<file path="config.mk">
export PLATFORM = sky130hd
export DESIGN_NAME = mux2_burst_arbiter
export DESIGN_NICKNAME = d
export VERILOG_FILES = /design/src/rtl/arb_pkg.sv /design/src/rtl/mux2to1.sv /design/src/rtl/mux2_burst_arbiter.sv
export SDC_FILE = /design/constraint.sdc
export NUM_CORES = 1
export LEC_CHECK = 0
export CAP_MARGIN = 20
export CORE_MARGIN = 2
export CORE_UTILIZATION = 30
export CTS_BUF_LIST = sky130_fd_sc_hd__clkbuf_4 sky130_fd_sc_hd__clkbuf_8
export DETAILED_ROUTE_END_ITERATION = 6
export HOLD_SLACK_MARGIN = 0.06
export PLACE_DENSITY = 0.57
export SLEW_MARGIN = 5
export SYNTH_ARGS = -nofsm -noshare
export SYNTH_HDL_FRONTEND = slang
export SYNTH_HIERARCHICAL = 1
export SYNTH_SLANG_ARGS = --single-unit
</file>
<file path="constraint.sdc">
create_clock -name clk -period 4.05 [get_ports clk]
set_input_delay 0.81 -clock clk [delete_from_list [all_inputs] [get_ports clk]]
set_output_delay 0.81 -clock clk [all_outputs]
set_load 0.01 [all_outputs]
</file>
<file path="src/rtl/arb_pkg.sv">
// Shared encodings for the two-requester burst arbiter.
// No logic; constants only.
// Not applicable: no handshake lives here.
package arb_pkg;

    // FSM state encoding
    localparam logic [1:0] IDLE  = 2'd0;
    localparam logic [1:0] OWN_A = 2'd1;
    localparam logic [1:0] OWN_B = 2'd2;

    // Width of the per-grant beat counter
    localparam int BEAT_CNT_W = 4;

    // Round-robin pointer values (names the last owner)
    localparam logic PTR_A = 1'b0;
    localparam logic PTR_B = 1'b1;

endpackage

</file>
<file path="src/rtl/mux2to1.sv">
// 2-bit 2:1 data mux, sel=0 picks in0, sel=1 picks in1.
// Latency: purely combinational.
// Backpressure: none; the caller owns the handshake.
module mux2to1 (
    input  logic       sel,
    input  logic [1:0] in0,
    input  logic [1:0] in1,
    output logic [1:0] out
);

    // Select between the two producers
    always_comb begin
        out = sel ? in1 : in0;
    end

endmodule

</file>
<file path="src/rtl/mux2_burst_arbiter.sv">
// Round-robin burst arbiter sharing one 2-bit channel between A and B.
// Latency: request in IDLE -> grant next cycle -> out_valid one cycle after the accept.
// Backpressure: acks drop while the one-entry output stage is full and out_ready is low.
module mux2_burst_arbiter
    import arb_pkg::*;
#(
    parameter int unsigned MAX_BURST = 4
) (
    input  logic       clk,
    input  logic       rst,
    input  logic       req_a,
    input  logic [1:0] data_a,
    input  logic       last_a,
    output logic       ack_a,
    input  logic       req_b,
    input  logic [1:0] data_b,
    input  logic       last_b,
    output logic       ack_b,
    output logic       out_valid,
    output logic [1:0] out_data,
    input  logic       out_ready,
    output logic       sel,
    output logic       busy
);

    localparam logic [BEAT_CNT_W-1:0] MAX_BURST_C = BEAT_CNT_W'(MAX_BURST);

    logic [1:0]            state_q,     state_d;
    logic                  ptr_q,       ptr_d;
    logic [BEAT_CNT_W-1:0] beat_cnt_q,  beat_cnt_d;
    logic                  out_valid_q, out_valid_d;
    logic [1:0]            out_data_q,  out_data_d;

    logic                  slot_free;
    logic                  own_req;
    logic                  own_last;
    logic                  other_req;
    logic                  accept;
    logic                  release_burst;
    logic [BEAT_CNT_W-1:0] beat_cnt_inc;
    logic [1:0]            mux_out;

    // Data path: the owner's beat goes through the shared mux into the output stage
    mux2to1 u_mux (
        .sel (sel),
        .in0 (data_a),
        .in1 (data_b),
        .out (mux_out)
    );

    // Handshake and release decode from registered state plus live inputs
    always_comb begin
        sel           = (state_q == OWN_B);
        busy          = (state_q != IDLE);
        slot_free     = !out_valid_q || out_ready;
        own_req       = sel ? req_b  : req_a;
        own_last      = sel ? last_b : last_a;
        other_req     = sel ? req_a  : req_b;
        ack_a         = (state_q == OWN_A) && req_a && slot_free;
        ack_b         = (state_q == OWN_B) && req_b && slot_free;
        accept        = ack_a || ack_b;
        beat_cnt_inc  = beat_cnt_q + 1'b1;
        // A last beat and hitting the limit together are a single release;
        // an owner dropping its request gives up the channel without a beat.
        release_burst = (accept && (own_last || (beat_cnt_inc == MAX_BURST_C)))
                     || (busy && !own_req);
    end

    // Next-state: grant in IDLE, hand off directly to a waiting peer on release
    always_comb begin
        state_d    = state_q;
        ptr_d      = ptr_q;
        beat_cnt_d = beat_cnt_q;
        case (state_q)
            IDLE: begin
                if (req_a && req_b) begin
                    state_d = (ptr_q == PTR_B) ? OWN_A : OWN_B;
                end else if (req_a) begin
                    state_d = OWN_A;
                end else if (req_b) begin
                    state_d = OWN_B;
                end
            end
            OWN_A, OWN_B: begin
                if (release_burst) begin
                    ptr_d      = sel ? PTR_B : PTR_A;
                    beat_cnt_d = '0;
                    if (other_req) begin
                        state_d = sel ? OWN_A : OWN_B;
                    end else begin
                        state_d = IDLE;
                    end
                end else if (accept) begin
                    beat_cnt_d = beat_cnt_inc;
                end
            end
            default: begin
                state_d    = IDLE;
                beat_cnt_d = '0;
            end
        endcase
    end

    // One-entry output stage: load on accept, drain when the sink takes it
    always_comb begin
        out_valid_d = out_valid_q;
        out_data_d  = out_data_q;
        if (accept) begin
            out_valid_d = 1'b1;
            out_data_d  = mux_out;
        end else if (out_ready) begin
            out_valid_d = 1'b0;
        end
    end

    // State registers with synchronous reset; a pending beat is dropped on reset
    always_ff @(posedge clk) begin
        if (rst) begin
            state_q     <= IDLE;
            ptr_q       <= PTR_B;
            beat_cnt_q  <= '0;
            out_valid_q <= 1'b0;
            out_data_q  <= 2'b00;
        end else begin
            state_q     <= state_d;
            ptr_q       <= ptr_d;
            beat_cnt_q  <= beat_cnt_d;
            out_valid_q <= out_valid_d;
            out_data_q  <= out_data_d;
        end
    end

    assign out_valid = out_valid_q;
    assign out_data  = out_data_q;

endmodule

</file>
# Word-level counts from Yosys, hierarchy flattened
# Cells that the tools add are included.
dict set report word_totals {
  elab_cells 51
  out_inout_bits 7
  n_memories 0
  register_bits 10
  latchBits 0
  inputBits 11
  mem_bits_rw 0
  romBits 0
}
dict set report op_classes {
  mux 18
  eq_ne 6
  n_reduce_logical 20
  add_sub_neg 1
  bitwise_logic 1
  n_lt_le_gt_ge 0
  div_mod_pow 0
  n_shift 0
  multipliers 0
}
# operator n
set op_table {}
lappend op_table {{2-bit 2-to-1 mux} 8}
lappend op_table {{4-bit 2-to-1 mux} 2}
lappend op_table {{4-bit case mux with 2 select lines} 1}
lappend op_table {{1-bit logical AND} 7}
lappend op_table {{1-bit 2-to-1 mux} 6}
lappend op_table {{2-bit AND reduction} 3}
lappend op_table {{4-bit by 1-bit adder with 4-bit output, second input constant} 1}
lappend op_table {{4-bit by 3-bit == test with 1-bit output, second input constant} 1}
lappend op_table {{1-bit logical OR} 4}
lappend op_table {{4-bit inequality test, second input constant} 1}
lappend op_table {{2-bit case mux with 2 select lines} 1}
lappend op_table {{2-bit nonzero test} 2}
lappend op_table {{3-bit inequality test, second input constant} 1}
lappend op_table {{2-bit by 1-bit == test with 1-bit output, second input constant} 1}
lappend op_table {{2-bit == test, second input constant} 1}
lappend op_table {{1-bit logical NOT} 2}
lappend op_table {{2-bit logical NOT} 1}
lappend op_table {{2-bit inequality test, second input constant} 1}
lappend op_table {{2-bit OR reduction} 1}
lappend op_table {{1-bit NOT} 1}

# Longest topological paths before layout
# Gate-level depths: netlist of run 1.
dict set report logic_depth {
  ltp_word 8
  mapped_depth 6
  depth_no_buf 6
}

# Modules after synthesis
# The synthesis of run 1 kept the hierarchy.
# module cells_each instances seq_area_each_um2 area_per_inst_um2
set modules_own_cells {}
lappend modules_own_cells {mux2_burst_arbiter 85 1 200.2 733.2}
lappend modules_own_cells {mux2to1 2 1 0.0 22.5}

# Least setup slack after synthesis of run 1
# No wires, ideal clock.
dict set report synth_timing {
  path_type {in2out}
  startpoint {input port out_ready}
  endpoint {output port ack_b}
  n_path_buf 0
  required_time_ps 3240
  arrival_ps 1177
  cell_stages 2
  path_slack_ps 2063
  path_cell_list {nand2b_1 -> and3_2}
}
dict set report synth_between {
  elab_chain_len 2
}
# element line_no
set synth_lines {}
lappend synth_lines {{from (decl)} mux2_burst_arbiter.sv:21} ;# input logic out_ready,
lappend synth_lines {{1-bit logical OR} mux2_burst_arbiter.sv:55} ;# slot_free = !out_valid_q || out_ready;
lappend synth_lines {{1-bit logical AND} mux2_burst_arbiter.sv:60} ;# ack_b = (state_q == OWN_B) && req_b && slot_free;
lappend synth_lines {{to (decl)} mux2_burst_arbiter.sv:18} ;# output logic ack_b,
# Every way passes these cells.

# Worst setup path in the final report of run 1
# Same ends and word-level chain as after synthesis.

==> metrics, run 1 <==
status=complete, no violations; Mapped Area=755.7 µm²; Combinational Power Share=0.530; Post-CTS Resized=0; # rows=18; Crit. Startpoint=out_ready; RSZ-0062 raised after global routing=no; vias in the first global route=625; syn avg cell area=8.686 µm²; Buffers on Ports=17; register area share after synthesis=0.2649; max_cap viols=0; # fillers=251; Reg2Reg Setup Slack=1.92 ns; core area=2432 µm²; Via Count=674; Rel. slew slack=0.6303; Critical R2R Capture=beat_cnt_q[3]; final WL=1646 µm; postcts setup bufs=0; Power Internal=294.6 µW; Initial Util=0.3107; Die Ht=54.19 µm; worst path required time=3.24 ns; max-slew violation count=0; Remaining DRCs=0; leakage power=0.0003853 µW; total track usage=0.1279; Peak VDD IR=0.2160 mV; GR Util met2=0.1888; final core utilization=0.4095; end point of the critical path=ack_b; Final setup viols=0; area of the multi-input gates=525.5 µm²; GR met3 Demand/Resource=0.01667; Sink Count=10; htree depth=1; M1 GR Usage=0.1656; Arrival @ worst endpoint=2.15 ns; grt total ovfl=0; antenna violations before repair=0; Via density=4.920; Power Dens Cells=477.1 nW/µm²; worst-margin pin slew=0.5495 ns; Tcrit/Tclk final=0.7299; worst-path fanout max=3; Clock transition at path regs=0.07 ns; worst reg2reg path startpoint=state_q[0]; Wirelength per Cell=12.01 µm; Setup TNS Final=0 ns; Switching Power=180.6 µW; synthesis-stage register bit count=10; sequential share of power=0.270; maximum root-to-sink buffer count=2; Setup Crit Path Kind=primary input to primary output; largest net degree at the start of global routing=15; io pins=18; Hold Buf Count CTS=0; Reg area=200.2 µm²; CP Launch Type=primary input; CTS tree=yes; CTS Root Cell=clkbuf_4; Max Clock Skew=0.003194 ns; Worst setup EP type=primary output; Syn Inst Count=87; Warnings, synthesis=6; post-synthesis cell type count=38; worst min path class=register to register; die area=2937 µm²; clock power share=0.200; worst reg-to-reg path cell count=6; DIE WIDTH=54.19 µm; n_diodes=0; clk_lat worst skew=0.27 ns; DRT iter0 DRCs=8; maximum clock frequency=338.3 MHz; total CTS buffers=3; Layout area overhead=31.79%; first-pass GRT wire length=2649 µm; GPL Wtd Cong=0.7335; drt first pass iters=3; minimum clock period after layout=2.956 ns; switch share=0.3801; Fin. Hold Viols=0; Final nets=125; Antenna Nets Post-Route=0; layout cells sized above 1=0.1495; syn nets=104; GR peak layer=met2; Post-DP HPWL=1249 µm
placed cells by master (no fill, tap or decap), drive strengths merged, types with 3 or more instances in the layout:
cell | Yosys | layout
clkdlybuf4s50 | 0 | 17
dfxtp | 10 | 10
inv | 7 | 7
nand2b | 6 | 6
nor2 | 6 | 6
ha | 6 | 6
nand2 | 6 | 6
a21oi | 4 | 4
mux2i | 4 | 4
clkbuf | 1 | 4
mux2 | 3 | 3
o22ai | 3 | 3
nor2b | 3 | 3
registers in the layout (all words and copies together), names as in the netlist:
signal	cells
out_valid	1
beat_cnt_q	4
ptr_q	1
out_data	2
state_q	2
Yosys cell counts:
library cell | instances | area (µm²)
a211o_1 | 1 | 8.760
a211oi_1 | 2 | 15.01
a21boi_0 | 1 | 7.510
a21oi_1 | 4 | 20.02
a22oi_2 | 1 | 12.51
and2_1 | 1 | 6.260
and2b_2 | 1 | 8.760
and3_1 | 1 | 6.260
and3_2 | 1 | 7.510
and3b_1 | 1 | 8.760
clkbuf_1 | 1 | 3.750
dfxtp_1 | 10 | 200.2
ha_1 | 6 | 75.07
inv_1 | 7 | 26.28
mux2_2 | 3 | 33.78
mux2i_1 | 4 | 40.04
nand2_1 | 5 | 18.77
nand2_2 | 1 | 6.260
nand2b_1 | 6 | 37.54
nand3_1 | 2 | 10.01
nand4b_1 | 1 | 8.760
nand4bb_1 | 1 | 11.26
nor2_1 | 6 | 22.52
nor2b_1 | 2 | 12.51
nor2b_2 | 1 | 8.760
nor3_1 | 1 | 5.000
nor3b_1 | 1 | 7.510
nor4_1 | 1 | 6.260
o211ai_1 | 2 | 15.01
o21ai_0 | 2 | 10.01
o22ai_1 | 2 | 12.51
o22ai_2 | 1 | 12.51
o2bb2ai_2 | 1 | 15.01
o311ai_1 | 1 | 8.760
o32ai_1 | 2 | 17.52
or2_4 | 1 | 8.760
or4_4 | 1 | 11.26
xnor2_1 | 1 | 8.760
through the flow:
| stage | total power (µW) | worst slack, ns | hold slack, ns | instance area, µm² | instances |
|---|---|---|---|---|---|
| after floorplan | 299.8 | 2.063 | 0.4805 | 755.7 | 87 |
| after global placement | 384.2 | 1.097 | 0.4456 | 959.7 | 133 |
| after detailed placement | 384.0 | 1.101 | 0.4548 | 959.7 | 133 |
| after CTS | 481.6 | 1.094 | 0.4652 | 996.0 | 137 |
| after global routing | 512.6 | 1.058 | 0.4925 | 996.0 | 137 |
| final | 475.2 | 1.094 | 0.4598 | 996.0 | 137 |
worst max-delay path, stage by stage:
cell             delay, ns
clkdlybuf4s50_1       0.49
nand2b_1              0.14
and3_2                0.18
clkdlybuf4s50_1       0.53
worst min path at each step:
stage	startpoint	cells past startpoint	to	slack (ns)
final	out_data[1]	2	out_data[1]	0.46
after floorplan	out_data[0]	2	out_data[0]	0.48
after CTS	out_data[1]	2	out_data[1]	0.47
after global routing	out_data[1]	2	out_data[1]	0.49
after global placement	out_data[1]	2	out_data[1]	0.45
after detailed placement	out_data[1]	2	out_data[1]	0.45
cell families after synthesis:
group / synth area share
fa+ha+maj: 0.09934
simple gates: 0.2815
compound gates: 0.2053
xor+xnor: 0.01159
buf+inv: 0.03974
flops: 0.2649
mux: 0.09768
metal layers:
layer	up-vias	part of all wire
met5	-	0
met1	293	0.52
li1	358	-
met2	18	0.40
met4	0	0.029
met3	5	0.045
cell type report:
type | instances | share of cell area
multi-input combinational | 69 | 0.5276
sequential | 10 | 0.2010
inverter | 7 | 0.02638
timing repair buffer | 17 | 0.1709
clock buffer | 4 | 0.03643
tap | 30 | 0.03769
power by group through the flow:
stage	clock network (µW)	registers, µW	logic, µW
6_report	94.9	128	252
5_1_grt	103	132	278
4_1_cts	99.3	129	254
3_5_place_dp	0	131	253
3_3_place_gp	0	130	254
2_1_floorplan	0	132	168
Note: power is estimated with default switching activity, not from simulation.
==> inputs of run 2 (changes only) <==
PLACE_DENSITY = 0.59   (was 0.57)
clock period = 2.6 ns   (was 4.05 ns; I/O delays follow)
==> run 2 against run 1 <==
Clock skew is 0.0029 ns higher. Power is 58% higher. Routed wire length is 7.5% higher. Via count is 8.6% higher. Largest power group unchanged. Highest routed layer unchanged.
==> metrics, run 2 (synthesis results as in run 1) <==
first-pass GRT wire length=2760 µm; total CTS buffers=3; Remaining DRCs=0; RSZ-0062 raised after global routing=no; maximum clock frequency=412.9 MHz; minimum clock period after layout=2.422 ns; Initial Util=0.3107; Power Dens Cells=746.8 nW/µm²; total track usage=0.1344; final WL=1769 µm; Worst setup EP type=primary output; Post-DP HPWL=1334 µm; n_diodes=0; die area=2937 µm²; Via density=5.304; Via Count=732; Arrival @ worst endpoint=1.90 ns; Tcrit/Tclk final=0.9316; worst-margin pin slew=0.5474 ns; Peak VDD IR=0.3719 mV; core area=2432 µm²; Rel. slew slack=0.6329; maximum root-to-sink buffer count=2; Switching Power=289.2 µW; Final nets=126; Final setup viols=0; htree depth=1; largest net degree at the start of global routing=14; Sink Count=10; Buffers on Ports=17; Post-CTS Resized=0; worst-path fanout max=10; vias in the first global route=647; max_cap viols=0; max-slew violation count=0; Hold Slack=0.4599 ns; clk_lat worst skew=0.28 ns; Combinational Power Share=0.539; DRT iter0 DRCs=17; status=complete, no violations; Clock transition at path regs=0.07 ns; worst path required time=2.08 ns; leakage power=0.0003901 µW; grt total ovfl=0; worst min path class=register to register; flip-flop count of the largest register after layout=4; Layout area overhead=32.78%; Hold Buf Count CTS=0; Wirelength per Cell=12.82 µm; Max Clock Skew=0.006111 ns; clock power share=0.195; CTS Root Cell=clkbuf_4; CTS tree=yes; Antenna Nets Post-Route=0; sequential share of power=0.266; Power Internal=460.2 µW; Die Ht=54.19 µm; postcts setup bufs=0; DIE WIDTH=54.19 µm; io pins=18; leading cell type in the layout, fill and taps excluded=clkdlybuf4s50_1; antenna violations before repair=0; GPL Wtd Cong=0.8540; drt first pass iters=4; Setup Crit Path Kind=register to primary output; CP Launch Type=register; # rows=18; most frequent cells in the layout=clkdlybuf4s50_1 (17), dfxtp_1 (10), inv_1 (7); Setup TNS Final=0 ns; Fin. Hold Viols=0; switch share=0.3860; largest register by flop count=beat_cnt_q; layout cells sized above 1=0.1574
[run 2: cell type report]
| class | count | area [µm²] |
|---|---|---|
| multi-input cells | 69 | 525.5 |
| inverters | 7 | 26.28 |
| well taps | 30 | 37.54 |
| repair buffers | 18 | 177.7 |
| flip-flops and latches | 10 | 200.2 |
| clock buffers | 4 | 36.28 |
| fillers | 251 | 1429 |
[run 2: power groups by stage]
stage	Combinational [µW]	Clock [µW]	Sequential, µW
2_1_floorplan	262	0	205
3_3_place_gp	394	0	203
3_5_place_dp	400	0	203
4_1_cts	403	150	200
5_1_grt	440	162	203
6_report	404	146	199
[run 2: worst max-delay path: stages, from the launching register on]
cell	delay, ns
dfxtp_1	0.34
inv_1	0.09
ha_1	0.42
and3_2	0.26
clkdlybuf4s50_1	0.52
[run 2: per-stage QoR]
stage	area [µm²]	cells	total power, µW	setup WS [ns]	util
floorplan	755.7	87	467.0	0.6425	-
global placement	967.2	134	596.5	0.2273	0.3976
detailed placement	967.2	134	602.6	0.2207	0.3976
CTS	1003	138	752.4	0.1804	0.4126
global route	1003	138	806.0	0.07042	0.4126
finish	1003	138	749.4	0.1779	0.4126
[run 2: worst paths after layout]
kind | startpoint | endpoint | depth (start not counted) | slack [ns]
max | state_q[0] | ack_b | 4 | 0.18
min | out_data[1] | out_data[1] | 2 | 0.46
max reg2reg | state_q[0] | state_q[1] | 6 | 0.40
min reg2reg | out_data[1] | out_data[1] | 2 | 0.46
[run 2: per-layer routing]
metal | track usage | part of all wire
met1 | 0.1611 | 0.46
met2 | 0.2169 | 0.46
met3 | 0.03333 | 0.062
met4 | 0.07500 | 0.024
met5 | 0 | 0
